[config.mk]
export PLATFORM = sky130hd
export DESIGN_NAME = multi_cam_trigger_seq
export DESIGN_NICKNAME = d
export VERILOG_FILES = /design/src/rtl/multi_cam_trig_pkg.sv /design/src/rtl/trig_ch_pulse.sv /design/src/rtl/multi_cam_trigger_seq.sv
export SDC_FILE = /design/constraint.sdc
export NUM_CORES = 2
export LEC_CHECK = 0
export ABC_AREA = 0
export CAP_MARGIN = 15
export CORE_MARGIN = 3
export CORE_UTILIZATION = 31
export DETAILED_ROUTE_END_ITERATION = 6
export PLACE_DENSITY = 0.51
export RECOVER_POWER = 25
export SYNTH_ARGS = -nofsm -noshare
export SYNTH_HDL_FRONTEND = slang
export SYNTH_SLANG_ARGS = --single-unit
export TNS_END_PERCENT = 20
[constraint.sdc]
create_clock -name clk -period 8.3 [get_ports clk]
set_input_delay 1.66 -clock clk [delete_from_list [all_inputs] [get_ports clk]]
set_output_delay 1.66 -clock clk [all_outputs]
set_load 0.01 [all_outputs]
[src/rtl/multi_cam_trig_pkg.sv]
// Package: multi_cam_trig_pkg
// Shared constants and helpers for the multi-camera trigger sequencer.
//  - IDLE / RUN  : FSM state encodings
//  - MIN_PERIOD  : shortest legal frame length; guarantees one low clock per frame
//  - clamp_period / clamp_burst : sanitise raw register values at burst start
// Helpers work on a 64-bit container type, so callers must keep CNT_W <= 64.
package multi_cam_trig_pkg;

  localparam logic [0:0] IDLE = 1'b0;
  localparam logic [0:0] RUN  = 1'b1;

  localparam int unsigned MIN_PERIOD = 2;
  localparam int unsigned MAX_CNT_W  = 64;

  typedef logic [MAX_CNT_W-1:0] cnt_max_t;

  // Periods below MIN_PERIOD would leave no room for the mandatory low clock.
  function automatic cnt_max_t clamp_period(input cnt_max_t p);
    return (p < cnt_max_t'(MIN_PERIOD)) ? cnt_max_t'(MIN_PERIOD) : p;
  endfunction

  // A burst always contains at least one frame.
  function automatic cnt_max_t clamp_burst(input cnt_max_t n);
    return (n == '0) ? cnt_max_t'(1) : n;
  endfunction

endpackage

[src/rtl/trig_ch_pulse.sv]
// Module: trig_ch_pulse
// One camera channel: registered window decode of the frame counter plus the
// delayed one-cycle core pulse.
// Ports:
//  clk, rst     clock, synchronous active-high reset
//  run          sequencer is in RUN and not stopping this cycle
//  clear        abort/disable in RUN: drop the window and any pending core pulse
//  frame_cnt    position within the current frame
//  period       clamped frame length (>= 2)
//  high_time    camera pulse width
//  offset       channel start offset within the frame
//  core_delay   camera-rise to core-pulse delay (0 = same cycle as the rise)
//  ch_en        channel enable
//  cam          camera trigger level (one clock behind frame_cnt)
//  core         one-cycle core pulse
module trig_ch_pulse #(
  parameter int unsigned CNT_W = 32
) (
  input  logic             clk,
  input  logic             rst,
  input  logic             run,
  input  logic             clear,
  input  logic [CNT_W-1:0] frame_cnt,
  input  logic [CNT_W-1:0] period,
  input  logic [CNT_W-1:0] high_time,
  input  logic [CNT_W-1:0] offset,
  input  logic [CNT_W-1:0] core_delay,
  input  logic             ch_en,
  output logic             cam,
  output logic             core
);

  logic             cam_q, cam_d;
  logic             core_q, core_d;
  logic [CNT_W-1:0] cnt_q, cnt_d;

  logic [CNT_W:0]   off_x, end_x, lim_x, pos_x;
  logic             in_win;
  logic             rise;

  always_comb begin
    // One extra bit so offset + high_time cannot wrap.
    off_x = {1'b0, offset};
    lim_x = {1'b0, period} - {{CNT_W{1'b0}}, 1'b1};
    end_x = off_x + {1'b0, high_time};
    if (end_x > lim_x) begin
      end_x = lim_x;
    end
    pos_x  = {1'b0, frame_cnt};
    in_win = (pos_x >= off_x) && (pos_x < end_x);

    cam_d = run && ch_en && in_win;
    rise  = cam_d && !cam_q;

    cnt_d  = cnt_q;
    core_d = 1'b0;
    if (rise) begin
      // A fresh rise restarts the delay; an older pending pulse is lost.
      cnt_d = core_delay;
      if (core_delay == '0) begin
        core_d = 1'b1;
      end
    end else if (cnt_q != '0) begin
      cnt_d = cnt_q - CNT_W'(1);
      if (cnt_q == CNT_W'(1)) begin
        core_d = 1'b1;
      end
    end
  end

  always_ff @(posedge clk) begin
    if (rst || clear) begin
      cam_q  <= 1'b0;
      core_q <= 1'b0;
      cnt_q  <= '0;
    end else begin
      cam_q  <= cam_d;
      core_q <= core_d;
      cnt_q  <= cnt_d;
    end
  end

  assign cam  = cam_q;
  assign core = core_q;

endmodule

[src/rtl/multi_cam_trigger_seq.sv]
// Module: multi_cam_trigger_seq
// Burst trigger sequencer for NUM_CH cameras. A rising edge on trigger_in (after
// synchronisation) or a sw_trig pulse starts a burst of reg_burst_num frames of
// reg_period clocks; in free-run mode bursts repeat until abort/disable.
// Each frame drives staggered camera pulses and delayed core pulses per channel.
// Ports:
//  clk, rst        clock, synchronous active-high reset
//  enable          low acts as abort and blocks starts
//  mode            0 = edge-burst, 1 = free-run
//  trigger_in      asynchronous external trigger, rising-edge active
//  sw_trig         one-cycle software start (clk domain)
//  abort           stop immediately
//  reg_*           timing registers, sampled into shadows at burst start
//  ch_enable       channel mask, shadowed at burst start
//  trig_to_camera  camera trigger levels
//  trig_to_core    one-cycle core pulses
//  busy            high in RUN
//  burst_done      pulse at the end of the last frame of a burst
//  missed_trig     pulse when a start request arrives during an edge-burst
//  frame_idx       frame index within the current burst
// CNT_W must not exceed 64 (width of the clamp helpers).
module multi_cam_trigger_seq
  import multi_cam_trig_pkg::*;
#(
  parameter int unsigned NUM_CH      = 4,
  parameter int unsigned CNT_W       = 32,
  parameter int unsigned SYNC_STAGES = 2
) (
  input  logic                    clk,
  input  logic                    rst,
  input  logic                    enable,
  input  logic                    mode,
  input  logic                    trigger_in,
  input  logic                    sw_trig,
  input  logic                    abort,
  input  logic [CNT_W-1:0]        reg_period,
  input  logic [CNT_W-1:0]        reg_burst_num,
  input  logic [CNT_W-1:0]        reg_high_time,
  input  logic [NUM_CH*CNT_W-1:0] reg_ch_offset,
  input  logic [NUM_CH*CNT_W-1:0] reg_core_delay,
  input  logic [NUM_CH-1:0]       ch_enable,
  output logic [NUM_CH-1:0]       trig_to_camera,
  output logic [NUM_CH-1:0]       trig_to_core,
  output logic                    busy,
  output logic                    burst_done,
  output logic                    missed_trig,
  output logic [CNT_W-1:0]        frame_idx
);

  // Trigger synchroniser and edge detect
  logic [SYNC_STAGES-1:0] sync_q;
  logic                   trig_prev_q;
  logic                   hw_rise;
  logic                   start_req;

  assign hw_rise   = sync_q[SYNC_STAGES-1] && !trig_prev_q;
  // A simultaneous HW edge and sw_trig collapse into one request.
  assign start_req = hw_rise || sw_trig;

  // FSM, counters and shadows
  logic [0:0]              state_q, state_d;
  logic [CNT_W-1:0]        frame_cnt_q, frame_cnt_d;
  logic [CNT_W-1:0]        frame_idx_q, frame_idx_d;
  logic                    done_q, done_d;
  logic                    missed_q, missed_d;

  logic [CNT_W-1:0]        period_q;
  logic [CNT_W-1:0]        burst_q;
  logic [CNT_W-1:0]        high_q;
  logic [NUM_CH*CNT_W-1:0] offset_q;
  logic [NUM_CH*CNT_W-1:0] delay_q;
  logic [NUM_CH-1:0]       ch_en_q;
  logic                    mode_q;

  logic [CNT_W-1:0]        period_clamped;
  logic [CNT_W-1:0]        burst_clamped;
  logic                    stop;
  logic                    start;
  logic                    wrap;
  logic                    last_frame;
  logic                    ch_run;
  logic                    ch_clear;

  assign period_clamped = CNT_W'(clamp_period(cnt_max_t'(reg_period)));
  assign burst_clamped  = CNT_W'(clamp_burst(cnt_max_t'(reg_burst_num)));

  assign stop       = abort || !enable;
  assign start      = (state_q == IDLE) && enable && !abort && (start_req || mode);
  assign wrap       = (frame_cnt_q == period_q - CNT_W'(1));
  assign last_frame = ((frame_idx_q + CNT_W'(1)) == burst_q);

  always_comb begin
    state_d     = state_q;
    frame_cnt_d = frame_cnt_q;
    frame_idx_d = frame_idx_q;
    done_d      = 1'b0;
    missed_d    = 1'b0;

    unique case (state_q)
      IDLE: begin
        if (start) begin
          state_d     = RUN;
          frame_cnt_d = '0;
          frame_idx_d = '0;
        end
      end
      RUN: begin
        if (stop) begin
          // Abort beats a same-cycle wrap: no burst_done.
          state_d     = IDLE;
          frame_cnt_d = '0;
          frame_idx_d = '0;
        end else begin
          if (start_req && !mode_q) begin
            missed_d = 1'b1;
          end
          if (wrap) begin
            frame_cnt_d = '0;
            if (last_frame) begin
              done_d      = 1'b1;
              frame_idx_d = '0;
              if (!mode_q) begin
                state_d = IDLE;
              end
            end else begin
              frame_idx_d = frame_idx_q + CNT_W'(1);
            end
          end else begin
            frame_cnt_d = frame_cnt_q + CNT_W'(1);
          end
        end
      end
      default: state_d = IDLE;
    endcase
  end

  always_ff @(posedge clk) begin
    if (rst) begin
      sync_q      <= '0;
      trig_prev_q <= 1'b0;
      state_q     <= IDLE;
      frame_cnt_q <= '0;
      frame_idx_q <= '0;
      done_q      <= 1'b0;
      missed_q    <= 1'b0;
      period_q    <= CNT_W'(MIN_PERIOD);
      burst_q     <= CNT_W'(1);
      high_q      <= '0;
      offset_q    <= '0;
      delay_q     <= '0;
      ch_en_q     <= '0;
      mode_q      <= 1'b0;
    end else begin
      sync_q      <= {sync_q[SYNC_STAGES-2:0], trigger_in};
      trig_prev_q <= sync_q[SYNC_STAGES-1];
      state_q     <= state_d;
      frame_cnt_q <= frame_cnt_d;
      frame_idx_q <= frame_idx_d;
      done_q      <= done_d;
      missed_q    <= missed_d;
      if (start) begin
        period_q <= period_clamped;
        burst_q  <= burst_clamped;
        high_q   <= reg_high_time;
        offset_q <= reg_ch_offset;
        delay_q  <= reg_core_delay;
        ch_en_q  <= ch_enable;
        mode_q   <= mode;
      end
    end
  end

  // Channels see the stop in the same cycle, so outputs drop at the next edge.
  assign ch_run   = (state_q == RUN) && !stop;
  assign ch_clear = (state_q == RUN) && stop;

  for (genvar i = 0; i < NUM_CH; i++) begin : g_ch
    trig_ch_pulse #(
      .CNT_W (CNT_W)
    ) u_ch (
      .clk        (clk),
      .rst        (rst),
      .run        (ch_run),
      .clear      (ch_clear),
      .frame_cnt  (frame_cnt_q),
      .period     (period_q),
      .high_time  (high_q),
      .offset     (offset_q[i*CNT_W +: CNT_W]),
      .core_delay (delay_q[i*CNT_W +: CNT_W]),
      .ch_en      (ch_en_q[i]),
      .cam        (trig_to_camera[i]),
      .core       (trig_to_core[i])
    );
  end

  assign busy        = (state_q == RUN);
  assign burst_done  = done_q;
  assign missed_trig = missed_q;
  assign frame_idx   = frame_idx_q;

endmodule

== Yosys cells after proc, flatten, opt, wreduce, memory -nomap -nowiden ==
Index checks and enable logic that the tools add are counted.

* Eq/ne operators: 8
* Bitwise gates (word level): 2
* Muxes and demuxes: 46
* Add/sub/neg operators: 12
* Magnitude comparators: 13
* Reduce and logical (&&, ||, !) cells: 52

{| class="wikitable"
|+ Operators by type and width
! kind !! number
|-
| $mux 32 || 16
|-
| $logic_not 32->1 || 5
|-
| $sub 32x1->32 const B || 5
|-
| $add 32x32->33 || 4
|-
| $gt 33x33->1 || 4
|-
| $lt 32x33->1 || 4
|-
| $mux 33 || 4
|-
| $eq 32x1->1 const B || 4
|-
| $ge 32x32->1 || 4
|-
| $pmux 32 s2 || 2
|-
| $reduce_bool 32->1 || 4
|-
| $add 32x1->32 const B || 2
|-
| $eq 32x32->1 || 2
|-
| $sub 32x1->33 const B || 1
|-
| $lt 32x2->1 const B || 1
|-
| $logic_and 1x1->1 || 23
|-
| $mux 1 || 23
|-
| $logic_not 1->1 || 9
|-
| $reduce_bool 2->1 || 4
|-
| $logic_or 1x1->1 || 4
|-
| $reduce_or 4->1 || 1
|-
| $ne 3x1->1 const B || 1
|-
| $reduce_or 3->1 || 1
|-
| $ne 2x2->1 const B || 1
|-
| other kinds (3) || 4
|}

* Bits in registers: 563
* Output and inout bits: 43
* Input port bits: 363
* Word-level logic and storage cells: 159

== Longest topological paths before layout ==
* Word-level depth: 8
* Depth in mapped cells: 35
* Mapped depth without buffers: 33

== By module ==
A second synthesis with hierarchy kept.

* Cell total of the unflattened synthesis: 5929
* Area total of the unflattened synthesis: 45333.5 sq um

{| class="wikitable"
|+ By module, submodules not included
! module !! instances !! seq. area each (sq um) !! area each (sq um) !! cells each
|-
| multi_cam_trigger_seq || 1 || 8548.2 || 18205.0 || 2359
|-
| trig_ch_pulse at g_ch[1].u_ch ... || 2 || 680.7 || 6815.3 || 886
|-
| trig_ch_pulse at g_ch[3].u_ch || 1 || 680.7 || 6791.5 || 906
|-
| trig_ch_pulse at g_ch[0].u_ch || 1 || 680.7 || 6706.4 || 892
|}

== Worst setup path after synthesis ==
Ideal clock, no wire load.

* Path type: reg2reg
* Start: register high_q[1]
* End: register g_ch[3].u_ch.cnt_q[10]
* Required time: 8228 ps
* Path slack: 469 ps
* Arrival time: 7759 ps
* Clock period less this slack: 7831 ps
* Cell stages (with the launch flop): 31
* Library setup time: 72 ps
* Path buffers: 3
* Cells stage by stage: dfxtp_1 ha_1 a211o_1 a2111oi_0 o221ai_1 o31a_1 o211ai_1 a31oi_1 or4_1 a31oi_1 xnor2_1 ha_1 and4_1 nand2_1 or4_1 o22ai_1 clkbuf_1 buf_1 mux2i_1 ha_1 a21o_1 a21o_1 a21o_1 a21oi_1 o21ai_0 a32oi_1 nand3_1 a41o_1 a31oi_1 buf_2 mux2i_1

* Cells in the longest elaborated chain, start to end: 8
* Elaborated cells on any way between the ends: 9
* Classes of those cells: 1 x add/sub; 2 x order compare; 2 x mux; 4 x reduce/logical

{| class="wikitable"
|+ RTL lines
! item !! line !! RTL
|-
| start, declared || multi_cam_trigger_seq.sv:69 || <nowiki>logic [CNT_W-1:0] high_q;</nowiki>
|-
| start signal, assigned || multi_cam_trigger_seq.sv:164 || <nowiki>high_q <= reg_high_time;</nowiki>
|-
| $add 32x32->33 (*) || trig_ch_pulse.sv:45 || <nowiki>end_x = off_x + {1'b0, high_time};</nowiki>
|-
| $gt 33x33->1 || trig_ch_pulse.sv:46 || <nowiki>if (end_x > lim_x) begin</nowiki>
|-
| $mux 33 (*) || trig_ch_pulse.sv:46 ||
|-
| $lt 32x33->1 (*) || trig_ch_pulse.sv:50 || <nowiki>in_win = (pos_x >= off_x) && (pos_x < end_x);</nowiki>
|-
| $logic_and 1x1->1 (*) || trig_ch_pulse.sv:50 ||
|-
| $logic_and 1x1->1 (*) || trig_ch_pulse.sv:52 || <nowiki>cam_d = run && ch_en && in_win;</nowiki>
|-
| $logic_and 1x1->1 (*) || trig_ch_pulse.sv:53 || <nowiki>rise = cam_d && !cam_q;</nowiki>
|-
| $mux 32 or $reduce_bool 2->1 (tied branches) || n/a ||
|-
| end signal, assigned || trig_ch_pulse.sv:79 || <nowiki>cnt_q <= cnt_d;</nowiki>
|-
| end, declared || trig_ch_pulse.sv:35 || <nowiki>logic [CNT_W-1:0] cnt_q, cnt_d;</nowiki>
|}

Mark *: on every way between the ends. The rest lies on a longest branch, timed or not.
A chain may end at the register's enable or synchronous reset.

== Worst setup path after layout ==
* Start: register high_q[4]
* End: register g_ch[0].u_ch.cnt_q[21]

* Cells in the longest elaborated chain, start to end: 8
* Elaborated cells on any way between the ends: 9
* Classes of those cells: 1 x add/sub; 2 x order compare; 2 x mux; 4 x reduce/logical

{| class="wikitable"
|+ RTL lines
! item !! line
|-
| $add 32x32->33 (*) || trig_ch_pulse.sv:45
|-
| $gt 33x33->1 || trig_ch_pulse.sv:46
|-
| $mux 33 (*) || trig_ch_pulse.sv:46
|-
| $lt 32x33->1 (*) || trig_ch_pulse.sv:50
|-
| $logic_and 1x1->1 (*) || trig_ch_pulse.sv:50
|-
| $logic_and 1x1->1 (*) || trig_ch_pulse.sv:52
|-
| $logic_and 1x1->1 (*) || trig_ch_pulse.sv:53
|-
| $mux 32 or $reduce_bool 2->1 (tied branches) || n/a
|-
| end signal, assigned || trig_ch_pulse.sv:79
|-
| end, declared || trig_ch_pulse.sv:35
|}

Marks and branches as above.

==> metrics.yaml <==
run_status:
  status: "finished, violations left"
  violations: "max-capacitance violations, max-slew violations"
hold_path:
  whs_endpoint: "sync_q[1]"
  hp-class: "reg2reg"
  min_from: "sync_q[0]"
  min_path_cells: 1
sta:
  slew_headroom: -2.60
  tightest_slew_ns: 5.40
  hold_violations: 0
  period_needed_ns: 7.98
  timing.final.crit_share: 0.962
  fmax_mhz: 125
  setup_viol: 0
  drv_slew: 119
  finClkSkew_ns: 0.0379
global_route:
  overflow: 0
  grt_pass1_wl_mm: 245
  grt_pass1_vias: 40700
  grt_start_max_net_pins: 132
  grt_use_total: 0.221
  antenna_found_initial: 9
clocking:
  clock_sinks: 563
  cts_buffer_depth: 3
  insertion_delay_ns: 0.70
  cts_buffers: 73
  cts_tree: "yes"
  htreeDepth: 3
  cts.reportedPaths.clkPinSlew_ns: 0.06
  clock-root-buffer: "clkbuf_16"
drt:
  routed_wl_mm: 164
  via_count: 41700
  ant_nets: 0
  wl_per_cell_um: 20.8
  first_pass_iters: 6
  drcViolationCount: 0
  drt_iter0_markers: 2848
  avgViaCountPerCell: 5.30
setup_path:
  r2r.worst_path.cells: 36
  r2r-start: "high_q[4]"
  critPathMostFrequentCell: "buf_4"
  worstPathRequired_ns: 8.90
  regToRegSetupSlack_ns: 0.32
  critPathCaptureType: "flop"
  cp-start-kind: "flop"
  reg2reg_to: "g_ch[0].u_ch.cnt_q[21]"
  critPathMaxFanout: 20
  path_class: "reg2reg"
  cpPeakStageDelay_ns: 0.46
  slowest_stage: "dfxtp_1"
  worstPathArrival_ns: 8.58
synthesis:
  syn_avg_cell_area_um2: 7.69
  synth_cells: 5595
  synth_most_common_cell: "nand2_1"
  synth.top_cells.by_count: "1,142 x nand2_1, 615 x a21oi_1, 563 x dfxtp_1, 523 x ha_1, 264 x nor2_1"
  ys_seq_area_frac: 0.262
  synth_top_cell_by_area: "dfxtp_1"
  syn_area_um2: 43000
  synth_top_area_share: 0.262
  synth_area_leaders: "dfxtp_1 26%, ha_1 15%, nand2_1 10%"
  synthArstFlopShare: 0
  synth_ff_type: "dfxtp_1"
  synth_seq_cells: 563
  ys_types: 92
  synth_edf_count: 0
  synth_nets: 6485
  yosys_warnings: 0
finish:
  seqCellArea_um2: 11300
  layout.nets: 6912
  utilization: 0.384
  final.fill_count: 14300
  final_area_um2: 52800
  syn2layout_area_growth_pct: 22.7
  drive_above_1_share: 0.0689
  multi_input_comb_area_um2: 30000
floorplanning:
  ios: 406
  die_h_um: 379
  design.die.area_um2: 143000
  initial_utilization: 0.313
  dieWidth_um: 379
  core_um2: 138000
  fp-row-count: 136
job:
  cap_violations: 1
pwr:
  leakage_nw: 22.3
  powerDensity_nw_per_um2: 203
  vdd_drop_max_mv: 0.169
placed_design:
  gp_congestion: 0.956
  place_hpwl_mm: 129
  portBuffers: 405
  placed_cell_area_um2: 50100
[metal layers]
metal / global-route usage / up-vias / routed length (um)
met3: 0.0351 / 226 / 8240
met5: 0 / - / 58
met1: 0.297 / 19800 / 76400
met4: 0.0660 / 10 / 4900
met2: 0.364 / 975 / 74200
li1: - / 20700 / -
[through the flow]
step	hold slack, ns	TNS, ns	total power, mW	instances	setup WS (ns)
global route	0.467	-0.0188	11.4	7875	-0.0132
global placement	0.446	-0.122	7.31	7734	-0.0687
floorplan	0.414	0	6.08	5595	0.469
finish	0.447	0	10.7	7879	0.319
CTS	0.458	0	10.8	7867	0.0170
detailed placement	0.450	-0.238	7.35	7734	-0.0760
[registers in the layout (all words and copies together), names as in the netlist, 32 cells and up]
name             cells
g_ch.u_ch.cnt_q    128
delay_q            128
frame_cnt_q         32
burst_q             32
period_q            32
frame_idx           32
high_q              32
offset_q           128
[cell families (layout without fill, tap and decap cells)]
group / after synthesis / count (layout) / share of synthesized area
xor gates and xnor gates: 339 / 339 / 0.0700
DFF: 563 / 563 / 0.262
buffers and inverters: 499 / 983 / 0.0468
adders and majority gates: 527 / 527 / 0.154
AOI/OAI and AO/OA: 1273 / 1274 / 0.181
and+or+nand+nor: 2154 / 2154 / 0.231
muxes: 240 / 240 / 0.0560
other: 0 / 5 / 0
[what timing repair did]
item | in CTS | in global routing
cloned | 0 | 1
setup endpoints to repair | 33 | 130
hold buffers | 0 | 0
pin swaps | 1 | 7
buffers inserted | 0 | 6
resized for setup | 4 | 27
[worst max-delay path, delay by kind of cell (launching register included)]
kind	cells	cell delay, ns
AOI/OAI and AO/OA	17	3.67
buffers and inverters	7	1.31
and+or+nand+nor	7	1.10
adders and majority gates	3	0.99
DFF	1	0.46
muxes	1	0.19
xor gates and xnor gates	1	0.12
[layout by cell type (no fill, tap or decap), types with 94 or more instances in the layout]
master,n
xor2_1,145
nand4_1,113
mux2i_1,234
a21o_1,151
dfxtp_1,561
inv_1,235
clkdlybuf4s50_1,361
nand2_1,1142
nor3_1,94
nor4_1,110
a21oi_1,610
nor2_1,261
o21ai_0,165
xnor2_1,187
nand3_1,133
ha_1,523
buf_4,190
[power by group]
group	leakage (nW)	internal (mW)	switching, mW
clock network	1.23	2.01	1.34
logic	16.5	1.73	2.26
registers	4.58	3.05	0.340
total	22.3	6.79	3.93
[worst max path at each step]
stage	from	endpoint	slack, ns	cells after the start
finish	high_q[4]	g_ch[0].u_ch.cnt_q[21]	0.32	36
global route	offset_q[64]	g_ch[2].u_ch.cnt_q[25]	-0.01	37
CTS	high_q[2]	g_ch[2].u_ch.core	0.02	35
detailed placement	offset_q[64]	g_ch[2].u_ch.core	-0.08	35
global placement	high_q[1]	g_ch[2].u_ch.core	-0.07	34
floorplan	high_q[1]	g_ch[3].u_ch.cnt_q[10]	0.47	30
[layout make-up]
cell class,count,area share
flip-flops and latches,563,0.213
inverters,235,0.0167
multi-input cells,4534,0.569
diodes,5,0.000237
repair buffers,615,0.110
clock buffers,102,0.0401
clock inverters,31,0.00782
well taps,1794,0.0425
(Power assumes the default switching activity.)
